===== src/rtl/mul_pkg.sv =====
// mul_pkg: shared types and helpers for the pipelined multiply unit.
//   mul_op_t        : RISC-V M-extension multiply flavour (MUL/MULH/MULHSU/MULHU).
//   rows_per_stage  : partial-product rows handled by each compute stage.
//   is_signed_a/b   : whether rs1/rs2 are interpreted as signed for an op.
package mul_pkg;

  typedef enum logic [1:0] {
    MUL_OP_MUL    = 2'd0,
    MUL_OP_MULH   = 2'd1,
    MUL_OP_MULHSU = 2'd2,
    MUL_OP_MULHU  = 2'd3
  } mul_op_t;

  function automatic int rows_per_stage(input int data_width, input int depth);
    return data_width / depth;
  endfunction

  function automatic logic is_signed_a(input mul_op_t op);
    return (op == MUL_OP_MULH) || (op == MUL_OP_MULHSU);
  endfunction

  function automatic logic is_signed_b(input mul_op_t op);
    return op == MUL_OP_MULH;
  endfunction

endpackage


===== src/rtl/pipelined_mul_stage.sv =====
// pipelined_mul_stage: combinational shift-add block covering ROWS rows of
// the unsigned magnitude product.
//   mcand_i  : multiplicand magnitude
//   mplier_i : the multiplier bits consumed by this stage (LSB first)
//   sum_i    : previous stage row sum (bit 0 already retired as a finished bit)
//   carry_i  : previous stage row carry-out
//   sum_o    : last row sum of this stage
//   carry_o  : last row carry-out of this stage
//   fin_o    : product bits retired by this stage, LSB first
// The running high accumulator between rows is {carry, sum[W-1:1]}, i.e. the
// row sum shifted right by one; the dropped LSB is the finished product bit.
module pipelined_mul_stage
  import mul_pkg::*;
#(
  parameter int DATA_WIDTH = 32,
  parameter int ROWS       = 8
) (
  input  logic [DATA_WIDTH-1:0] mcand_i,
  input  logic [ROWS-1:0]       mplier_i,
  input  logic [DATA_WIDTH-1:0] sum_i,
  input  logic                  carry_i,
  output logic [DATA_WIDTH-1:0] sum_o,
  output logic                  carry_o,
  output logic [ROWS-1:0]       fin_o
);

  logic unused_sum_lsb;
  assign unused_sum_lsb = sum_i[0];

  always_comb begin
    logic [DATA_WIDTH:0]   acc;
    logic [DATA_WIDTH:0]   s;
    logic [DATA_WIDTH-1:0] pp;
    acc   = {1'b0, carry_i, sum_i[DATA_WIDTH-1:1]};
    s     = '0;
    pp    = '0;
    fin_o = '0;
    for (int r = 0; r < ROWS; r++) begin
      pp       = mplier_i[r] ? mcand_i : {DATA_WIDTH{1'b0}};
      s        = acc + {1'b0, pp};
      fin_o[r] = s[0];
      acc      = {1'b0, s[DATA_WIDTH:1]};
    end
    sum_o   = s[DATA_WIDTH-1:0];
    carry_o = s[DATA_WIDTH];
  end

endmodule


===== src/rtl/pipelined_mul_unit.sv =====
// pipelined_mul_unit: PIPELINE_DEPTH-stage long multiplier for MUL/MULH/
// MULHSU/MULHU with valid/ready backpressure, flush and a passthrough tag.
//   clk_i, rst_n_i        : clock, asynchronous active-low reset
//   flush_i               : kill all in-flight operations at the next edge
//   valid_i / ready_o     : input handshake
//   op_i, operand_a_i/b_i : operation and operands (rs1, rs2)
//   tag_i / tag_o         : opaque tag travelling with each operation
//   result_o, valid_o     : selected product half and its valid
//   ready_i               : downstream accepts the result
// Build option: define MUL_OUTPUT_REG_EN to register the negate/half-select
// result (latency PIPELINE_DEPTH+1); otherwise it is combinational after the
// last compute stage (latency PIPELINE_DEPTH).
//
// Handshake: an input transfers on an edge where valid_i & ready_o; a result
// transfers where valid_o & ready_i. A held result (valid_o & !ready_i)
// freezes every register, bubbles included, and drops ready_o. flush_i wins
// over the stall and drops any input offered in the same cycle.
module pipelined_mul_unit
  import mul_pkg::*;
#(
  parameter int DATA_WIDTH     = 32,
  parameter int PIPELINE_DEPTH = 4,
  parameter int TAG_WIDTH      = 6
) (
  input  logic                  clk_i,
  input  logic                  rst_n_i,
  input  logic                  flush_i,
  input  logic                  valid_i,
  output logic                  ready_o,
  input  mul_op_t               op_i,
  input  logic [DATA_WIDTH-1:0] operand_a_i,
  input  logic [DATA_WIDTH-1:0] operand_b_i,
  input  logic [TAG_WIDTH-1:0]  tag_i,
  output logic [DATA_WIDTH-1:0] result_o,
  output logic [TAG_WIDTH-1:0]  tag_o,
  output logic                  valid_o,
  input  logic                  ready_i
);

  localparam int W = DATA_WIDTH;
  localparam int D = PIPELINE_DEPTH;
  localparam int ROWS_PER_STAGE = rows_per_stage(DATA_WIDTH, PIPELINE_DEPTH);

  logic stall;
  logic advance;
  assign advance = ~stall;
  assign ready_o = ~stall;

  // Stage 0 sign handling: magnitudes are W-bit unsigned, so the most
  // negative operand maps to 2^(W-1) without overflow.
  logic          a_neg, b_neg;
  logic [W-1:0]  mag_a, mag_b;
  assign a_neg = is_signed_a(op_i) & operand_a_i[W-1];
  assign b_neg = is_signed_b(op_i) & operand_b_i[W-1];
  assign mag_a = a_neg ? -operand_a_i : operand_a_i;
  assign mag_b = b_neg ? -operand_b_i : operand_b_i;

  // Per-stage registers. mplier_q is pre-shifted so the next stage always
  // consumes its low bits; lo_q is the finished-bit delay chain, filled from
  // the top so the low product half is aligned after the last stage.
  logic                 vld_q   [D];
  mul_op_t              op_q    [D];
  logic                 neg_q   [D];
  logic [TAG_WIDTH-1:0] tag_q   [D];
  logic [W-1:0]         mcand_q [D];
  logic [W-1:0]         mplier_q[D];
  logic [W-1:0]         sum_q   [D];
  logic                 carry_q [D];
  logic [W-1:0]         lo_q    [D];

  logic                 in_vld   [D];
  mul_op_t              in_op    [D];
  logic                 in_neg   [D];
  logic [TAG_WIDTH-1:0] in_tag   [D];
  logic [W-1:0]         in_mcand [D];
  logic [W-1:0]         in_mplier[D];
  logic [W-1:0]         in_sum   [D];
  logic                 in_carry [D];
  logic [W-1:0]         in_lo    [D];

  logic [W-1:0]              st_sum  [D];
  logic                      st_carry[D];
  logic [ROWS_PER_STAGE-1:0] st_fin  [D];

  always_comb begin
    in_vld[0]    = valid_i;
    in_op[0]     = op_i;
    in_neg[0]    = a_neg ^ b_neg;
    in_tag[0]    = tag_i;
    in_mcand[0]  = mag_a;
    in_mplier[0] = mag_b;
    in_sum[0]    = '0;
    in_carry[0]  = 1'b0;
    in_lo[0]     = '0;
    for (int k = 1; k < D; k++) begin
      in_vld[k]    = vld_q[k-1];
      in_op[k]     = op_q[k-1];
      in_neg[k]    = neg_q[k-1];
      in_tag[k]    = tag_q[k-1];
      in_mcand[k]  = mcand_q[k-1];
      in_mplier[k] = mplier_q[k-1];
      in_sum[k]    = sum_q[k-1];
      in_carry[k]  = carry_q[k-1];
      in_lo[k]     = lo_q[k-1];
    end
  end

  for (genvar k = 0; k < D; k++) begin : g_stage
    pipelined_mul_stage #(
      .DATA_WIDTH (W),
      .ROWS       (ROWS_PER_STAGE)
    ) u_stage (
      .mcand_i  (in_mcand[k]),
      .mplier_i (in_mplier[k][ROWS_PER_STAGE-1:0]),
      .sum_i    (in_sum[k]),
      .carry_i  (in_carry[k]),
      .sum_o    (st_sum[k]),
      .carry_o  (st_carry[k]),
      .fin_o    (st_fin[k])
    );
  end

  always_ff @(posedge clk_i or negedge rst_n_i) begin
    if (!rst_n_i) begin
      for (int k = 0; k < D; k++) begin
        vld_q[k]    <= 1'b0;
        op_q[k]     <= MUL_OP_MUL;
        neg_q[k]    <= 1'b0;
        tag_q[k]    <= '0;
        mcand_q[k]  <= '0;
        mplier_q[k] <= '0;
        sum_q[k]    <= '0;
        carry_q[k]  <= 1'b0;
        lo_q[k]     <= '0;
      end
    end else begin
      for (int k = 0; k < D; k++) begin
        if (flush_i) begin
          vld_q[k] <= 1'b0;
        end else if (advance) begin
          vld_q[k] <= in_vld[k];
        end
        if (advance) begin
          op_q[k]     <= in_op[k];
          neg_q[k]    <= in_neg[k];
          tag_q[k]    <= in_tag[k];
          mcand_q[k]  <= in_mcand[k];
          mplier_q[k] <= in_mplier[k] >> ROWS_PER_STAGE;
          sum_q[k]    <= st_sum[k];
          carry_q[k]  <= st_carry[k];
          lo_q[k]     <= W'({st_fin[k], in_lo[k]} >> ROWS_PER_STAGE);
        end
      end
    end
  end

  // Last stage: reassemble the magnitude, apply the sign, pick the half.
  // Negating zero yields zero modulo 2^(2W), so 0 * negative stays 0.
  logic [2*W-1:0] prod_mag, prod;
  logic [W-1:0]   res_sel;
  assign prod_mag = {carry_q[D-1], sum_q[D-1][W-1:1], lo_q[D-1]};
  assign prod     = neg_q[D-1] ? -prod_mag : prod_mag;
  assign res_sel  = (op_q[D-1] == MUL_OP_MUL) ? prod[W-1:0] : prod[2*W-1:W];

  logic unused_tail;
  assign unused_tail = ^{mcand_q[D-1], mplier_q[D-1], sum_q[D-1][0]};

`ifdef MUL_OUTPUT_REG_EN
  logic                 out_vld_q;
  logic [W-1:0]         out_res_q;
  logic [TAG_WIDTH-1:0] out_tag_q;

  always_ff @(posedge clk_i or negedge rst_n_i) begin
    if (!rst_n_i) begin
      out_vld_q <= 1'b0;
      out_res_q <= '0;
      out_tag_q <= '0;
    end else begin
      if (flush_i) begin
        out_vld_q <= 1'b0;
      end else if (advance) begin
        out_vld_q <= vld_q[D-1];
      end
      if (advance) begin
        out_res_q <= res_sel;
        out_tag_q <= tag_q[D-1];
      end
    end
  end

  assign stall    = out_vld_q & ~ready_i;
  assign valid_o  = out_vld_q;
  assign result_o = out_res_q;
  assign tag_o    = out_tag_q;
`else
  assign stall    = vld_q[D-1] & ~ready_i;
  assign valid_o  = vld_q[D-1];
  assign result_o = res_sel;
  assign tag_o    = tag_q[D-1];
`endif

endmodule

===== config.mk =====
export PLATFORM = sky130hd
export DESIGN_NAME = pipelined_mul_unit
export DESIGN_NICKNAME = d
export VERILOG_FILES = /design/src/rtl/mul_pkg.sv /design/src/rtl/pipelined_mul_stage.sv /design/src/rtl/pipelined_mul_unit.sv
export SDC_FILE = /design/constraint.sdc
export NUM_CORES = 2
export LEC_CHECK = 0
export CORE_ASPECT_RATIO = 0.7
export CORE_UTILIZATION = 55
export DETAILED_ROUTE_END_ITERATION = 10
export PLACE_DENSITY = 0.7
export SLEW_MARGIN = 20
export SYNTH_ARGS = -nofsm -noshare
export SYNTH_HDL_FRONTEND = slang
export SYNTH_HIERARCHICAL = 1
export SYNTH_SLANG_ARGS = --single-unit

===== constraint.sdc =====
create_clock -name clk_i -period 16.1 [get_ports clk_i]
set_input_delay 3.22 -clock clk_i [delete_from_list [all_inputs] [get_ports clk_i]]
set_output_delay 3.22 -clock clk_i [all_outputs]
set_load 0.05 [all_outputs]

After elaboration in Yosys (flattened, before gate mapping)
Cells that the tools add are included.
{ "word_totals": {"regBits": 396, "latch_bits": 0, "mem_bits_rw": 0, "rom_bits": 0, "in_bits": 77, "wordCells": 123, "n_memories": 0} }
{ "op_classes": {"addsub": 34, "multipliers": 0, "div": 0, "order_cmp": 0, "n_eq_ne": 3, "shift": 0, "muxes": 44, "bitwise_logic": 6, "n_reduce_logical": 2} }
{ "ops": {"columns": ["cell", "count"], "rows": [
  ["$mux W32", 35],
  ["$add A32 B32 Y33", 30],
  ["$mux W64", 1],
  ["$neg A32 Y32", 2],
  ["$neg A64 Y64", 1],
  ["$add A31 B32 Y33", 1],
  ["$mux W1", 8],
  ["$and A1 B1 Y1", 3],
  ["$eq A2 B1 Y1 const B", 1],
  ["$eq A2 B2 Y1 const B", 1],
  ["$logic_not A2 Y1", 1],
  ["$ne A2 B2 Y1 const B", 1],
  ["$not A1 Y1", 2],
  ["$logic_or A1 B1 Y1", 1],
  ["$xor A1 B1 Y1", 1]
]} }

Longest topological paths before layout
{ "logic_depth": {"depth_word": 12, "mapped_depth": 74} }

Cells and area by module
The synthesis kept the hierarchy.
{ "modules_own_cells": {"columns": ["mod", "n_inst", "cells_per_inst", "area_per_inst_um2", "seq_area_each_um2"], "rows": [
  ["pipelined_mul_stage (g_stage[0].u_stage ...)", 2, 2046, 14311.2, 0.0],
  ["pipelined_mul_unit", 1, 2117, 17969.7, 9884.5],
  ["pipelined_mul_stage (g_stage[3].u_stage)", 1, 2010, 14036.0, 0.0],
  ["pipelined_mul_stage (g_stage[2].u_stage)", 1, 1949, 13838.3, 0.0]
]} }

Worst setup path before layout
OpenSTA, ideal clock, no wires.
{ "synth_path": {"path_kind": "input -> register", "startpoint": "input port op_i[1]", "endpoint": "register sum_q, in the netlist in_sum[93]", "setup_time_ns": 0.117, "t_arrival_ns": 15.389, "required_ns": 15.983, "slack_ns": 0.594, "cell_stages": 67, "path_buffers": 3, "path_cell_list": "inv_1 ha_1 nor2b_1 clkbuf_1 clkbuf_1 nand2_1 o21ai_0 nand2_1 fa_1 inv_1 ha_1 inv_1 fa_1 nand2b_1 a21oi_1 o41a_1 o21ai_0 nand2b_1 (+31 left out) a21oi_1 nor2_1 xor2_1 ha_1 and3_1 o21ai_0 o21ai_0 or3_1 a21oi_1 xnor2_1 ha_1 a21o_1 a21o_1 a21oi_1 o31ai_1 xor2_1 nand2_1 nand2_1"} }
{ "synth_lines": {"columns": ["element", "line_no", "text"], "rows": [
  ["start, declared", "pipelined_mul_unit.sv:30", "input mul_op_t op_i,"],
  ["end signal, assigned by index", "pipelined_mul_unit.sv:149", "sum_q[k] <= st_sum[k];"],
  ["end, declared", "pipelined_mul_unit.sv:67", "logic [W-1:0] sum_q [D];"]
]} }

==> results.toml <==
[place]
dp.final_hpwl_um = 165000
pre_cts_ws_ns = -0.226
place_congestion = 0.960
portBuffers = 116

[worst_hold_path]
min_delay_worst_endpoint = "in_lo[50]"
worstHoldStart = "in_lo[90]"
hold_path_depth = 2
worst_hold_path_type = "reg2reg"

[setup_path]
critical_path.reg2reg.startpoint = "in_mplier[64]"
ff2ff_setup_slack_ns = 1.27
cp-end-kind = "flip-flop"
slowest_stage = "clkdlybuf4s50_1"
path_max_fanout = 7
worstSetupPathType = "in2reg"
r2r_cells = 58
cpMostUsedCell = "ha_1"
worst_ep_arrival_time_ns = 15.96
cp.required_ns = 16.66
reg2reg_to = "carry_q[2]"
cp_launch_type = "primary input"
timing.critical_path.slowest_cell_delay_ns = 0.47

[synthesis]
synthesis.area_per_instance_um2 = 7.32
yosys_warnings = 6
synthesis.area_um2 = 74300
synthesis.instances = 10152

[global_route]
grt.total_usage_pct = 29.0
number_of_global_route_vias_before_repair = 66556
antenna_found_initial = 11
grt_pass1_wl_um = 337000
pin_count_of_the_biggest_net_entering_global_routing = 182
grt_remaining_overflow = 0

[timing]
maxClockFrequency_mhz = 65.0
report.final.slew_viol_count = 0
finalHoldViolCount = 0
skew_ns = 0.0253
setup-violations-final = 0
worst_slew_pin_slew_ns = 1.02
slew_headroom_pct = 32.2
timing.final.ws_setup_ns = 0.704
period_needed_ns = 15.40
finalCritPeriodShare_pct = 95.6

[clock_tree]
cts_tree = "done"
post_cts_hold_buffer_count = 0
htreeDepth = 2
clock-root-buffer = "clkbuf_16"
worst_skew_pair.late_latency_ns = 0.65
path_clk_slew_ns = 0.07
number_of_clock_buffers_inserted_by_tritoncts = 46
number_of_buffers_on_the_longest_clock_path = 3
numClockSinks = 392

[detailed_routing]
vias_per_cell = 6.02
totalWireLength_um = 204000
first_iter_violations = 5760
wire_length_per_cell_after_detailed_routing_um = 17.0
remaining_drc_errors = 0
num_vias = 72062
ant_nets = 0
detail_route.first_pass.iterations = 6

[die]
ioPinCount = 117
die_outline_height_um = 310
floorplan.die_area_um2 = 137000
core_area_um2 = 134000
initial_core_util_pct = 55.6
dieWidth_um = 441
row_count = 112

[cells_and_area]
flow.area_growth_from_synthesis_pct = 7.09
fillCellCount = 12700
drive_gt1_share_pct = 3.83
finish.net_count = 11306

[outcome]
outcome = "finished, final reports clean"

[job]
max_cap_viol_count = 0
worst max path at each step:
stage                        start    endpoint  slack (ns)  depth (start not counted)
finish              operand_a_i[1]  in_sum[93]        0.70                         60
global route        operand_a_i[1]  in_sum[93]       -0.06                         64
CTS                 operand_a_i[1]  in_sum[93]        0.34                         63
detailed placement  operand_a_i[1]  in_sum[93]       -0.23                         66
global placement    operand_a_i[1]  in_sum[93]       -0.08                         63
floorplan                  op_i[1]  in_sum[93]        0.59                         67
state kept, by name, summed over array words and instances, names as in the netlist:
| signal | cells |
|---|---|
| carry_q | 4 |
| in_lo | 48 |
| in_mcand | 96 |
| in_mplier | 48 |
| in_neg | 3 |
| in_op | 6 |
| in_sum | 93 |
| in_tag | 18 |
| in_vld | 3 |
| lo_q | 32 |
| neg_q | 1 |
| op_q | 2 |
| prod_mag | 31 |
| tag_o | 6 |
| valid_o | 1 |
layer usage:
metal / vias up / GRT usage [%] / part of all wire, %
met5: - / 0 / 0
met1: 34044 / 42.8 / 50
met2: 1632 / 45.3 / 43
met4: 0 / 6.31 / 1.9
met3: 217 / 2.85 / 5.1
li1: 36169 / - / -
cell usage in the layout (no fill, tap or decap), types with 25 or more instances in the layout:
cell type	n
a31o_2	27
dfrtp_1	390
conb_1	33
buf_4	113
a211o_1	37
nor2b_1	110
or3_1	46
inv_1	317
or2_2	28
nor2_1	549
o21bai_1	117
clkbuf_16	46
and3_1	84
xnor2_1	670
a31oi_1	107
nand3_1	178
nor3_1	117
o21a_1	141
o21ai_0	474
nand2_1	1535
o31ai_1	79
or4_1	25
nand2b_1	109
xor2_1	323
a211oi_1	104
nor4_1	28
nand4_1	124
o21ai_1	79
o211ai_1	49
o41ai_1	29
a21oi_1	875
clkdlybuf4s50_1	115
a221oi_1	25
ha_1	1031
a21o_1	516
fa_1	32
and2_1	1033
layout make-up:
type                            count  area, µm²  area share [%]
Tap cell                         1767       2210            2.78
Antenna cell                        8       20.0          0.0251
Clock buffer                       59       1260            1.58
Multi-Input combinational cell   9166      62600            78.6
Timing Repair Buffer              233       2080            2.61
Sequential cell                   392       9810            12.3
Clock inverter                     26        432           0.542
Inverter                          318       1200            1.51
critical path: cells and delay by family:
kind / cells / cell delay [ns]
adder cells (fa/ha/maj): 9 / 2.73
XOR/XNOR: 9 / 1.31
AO/OA/AOI/OAI: 21 / 4.74
AND/OR/NAND/NOR: 18 / 3.14
buffers and inverters: 3 / 0.79
timing repair:
item,CTS,global route
setup endpoints to repair,0,14
buffers inserted,0,4
endpoints found under the hold margin,0,0
gates resized for setup,0,68
stage by stage:
step / cells / instance area (µm²) / TNS, ns / hold WS (ns) / utilization, %
5_1_grt: 11969 / 79600 / -0.0593 / 0.481 / 59.5
3_5_place_dp: 11872 / 77600 / -0.893 / 0.454 / 58.0
3_3_place_gp: 11872 / 77600 / -0.220 / 0.449 / 58.0
4_1_cts: 11957 / 79300 / 0 / 0.461 / 59.3
6_report: 11969 / 79600 / 0 / 0.462 / 59.5
2_1_floorplan: 10184 / 74400 / 0 / 0.439 / -
Power is left out: the tool's default activity adds up to more than one toggle a clock period on the data nets, which glitch-free logic cannot reach.
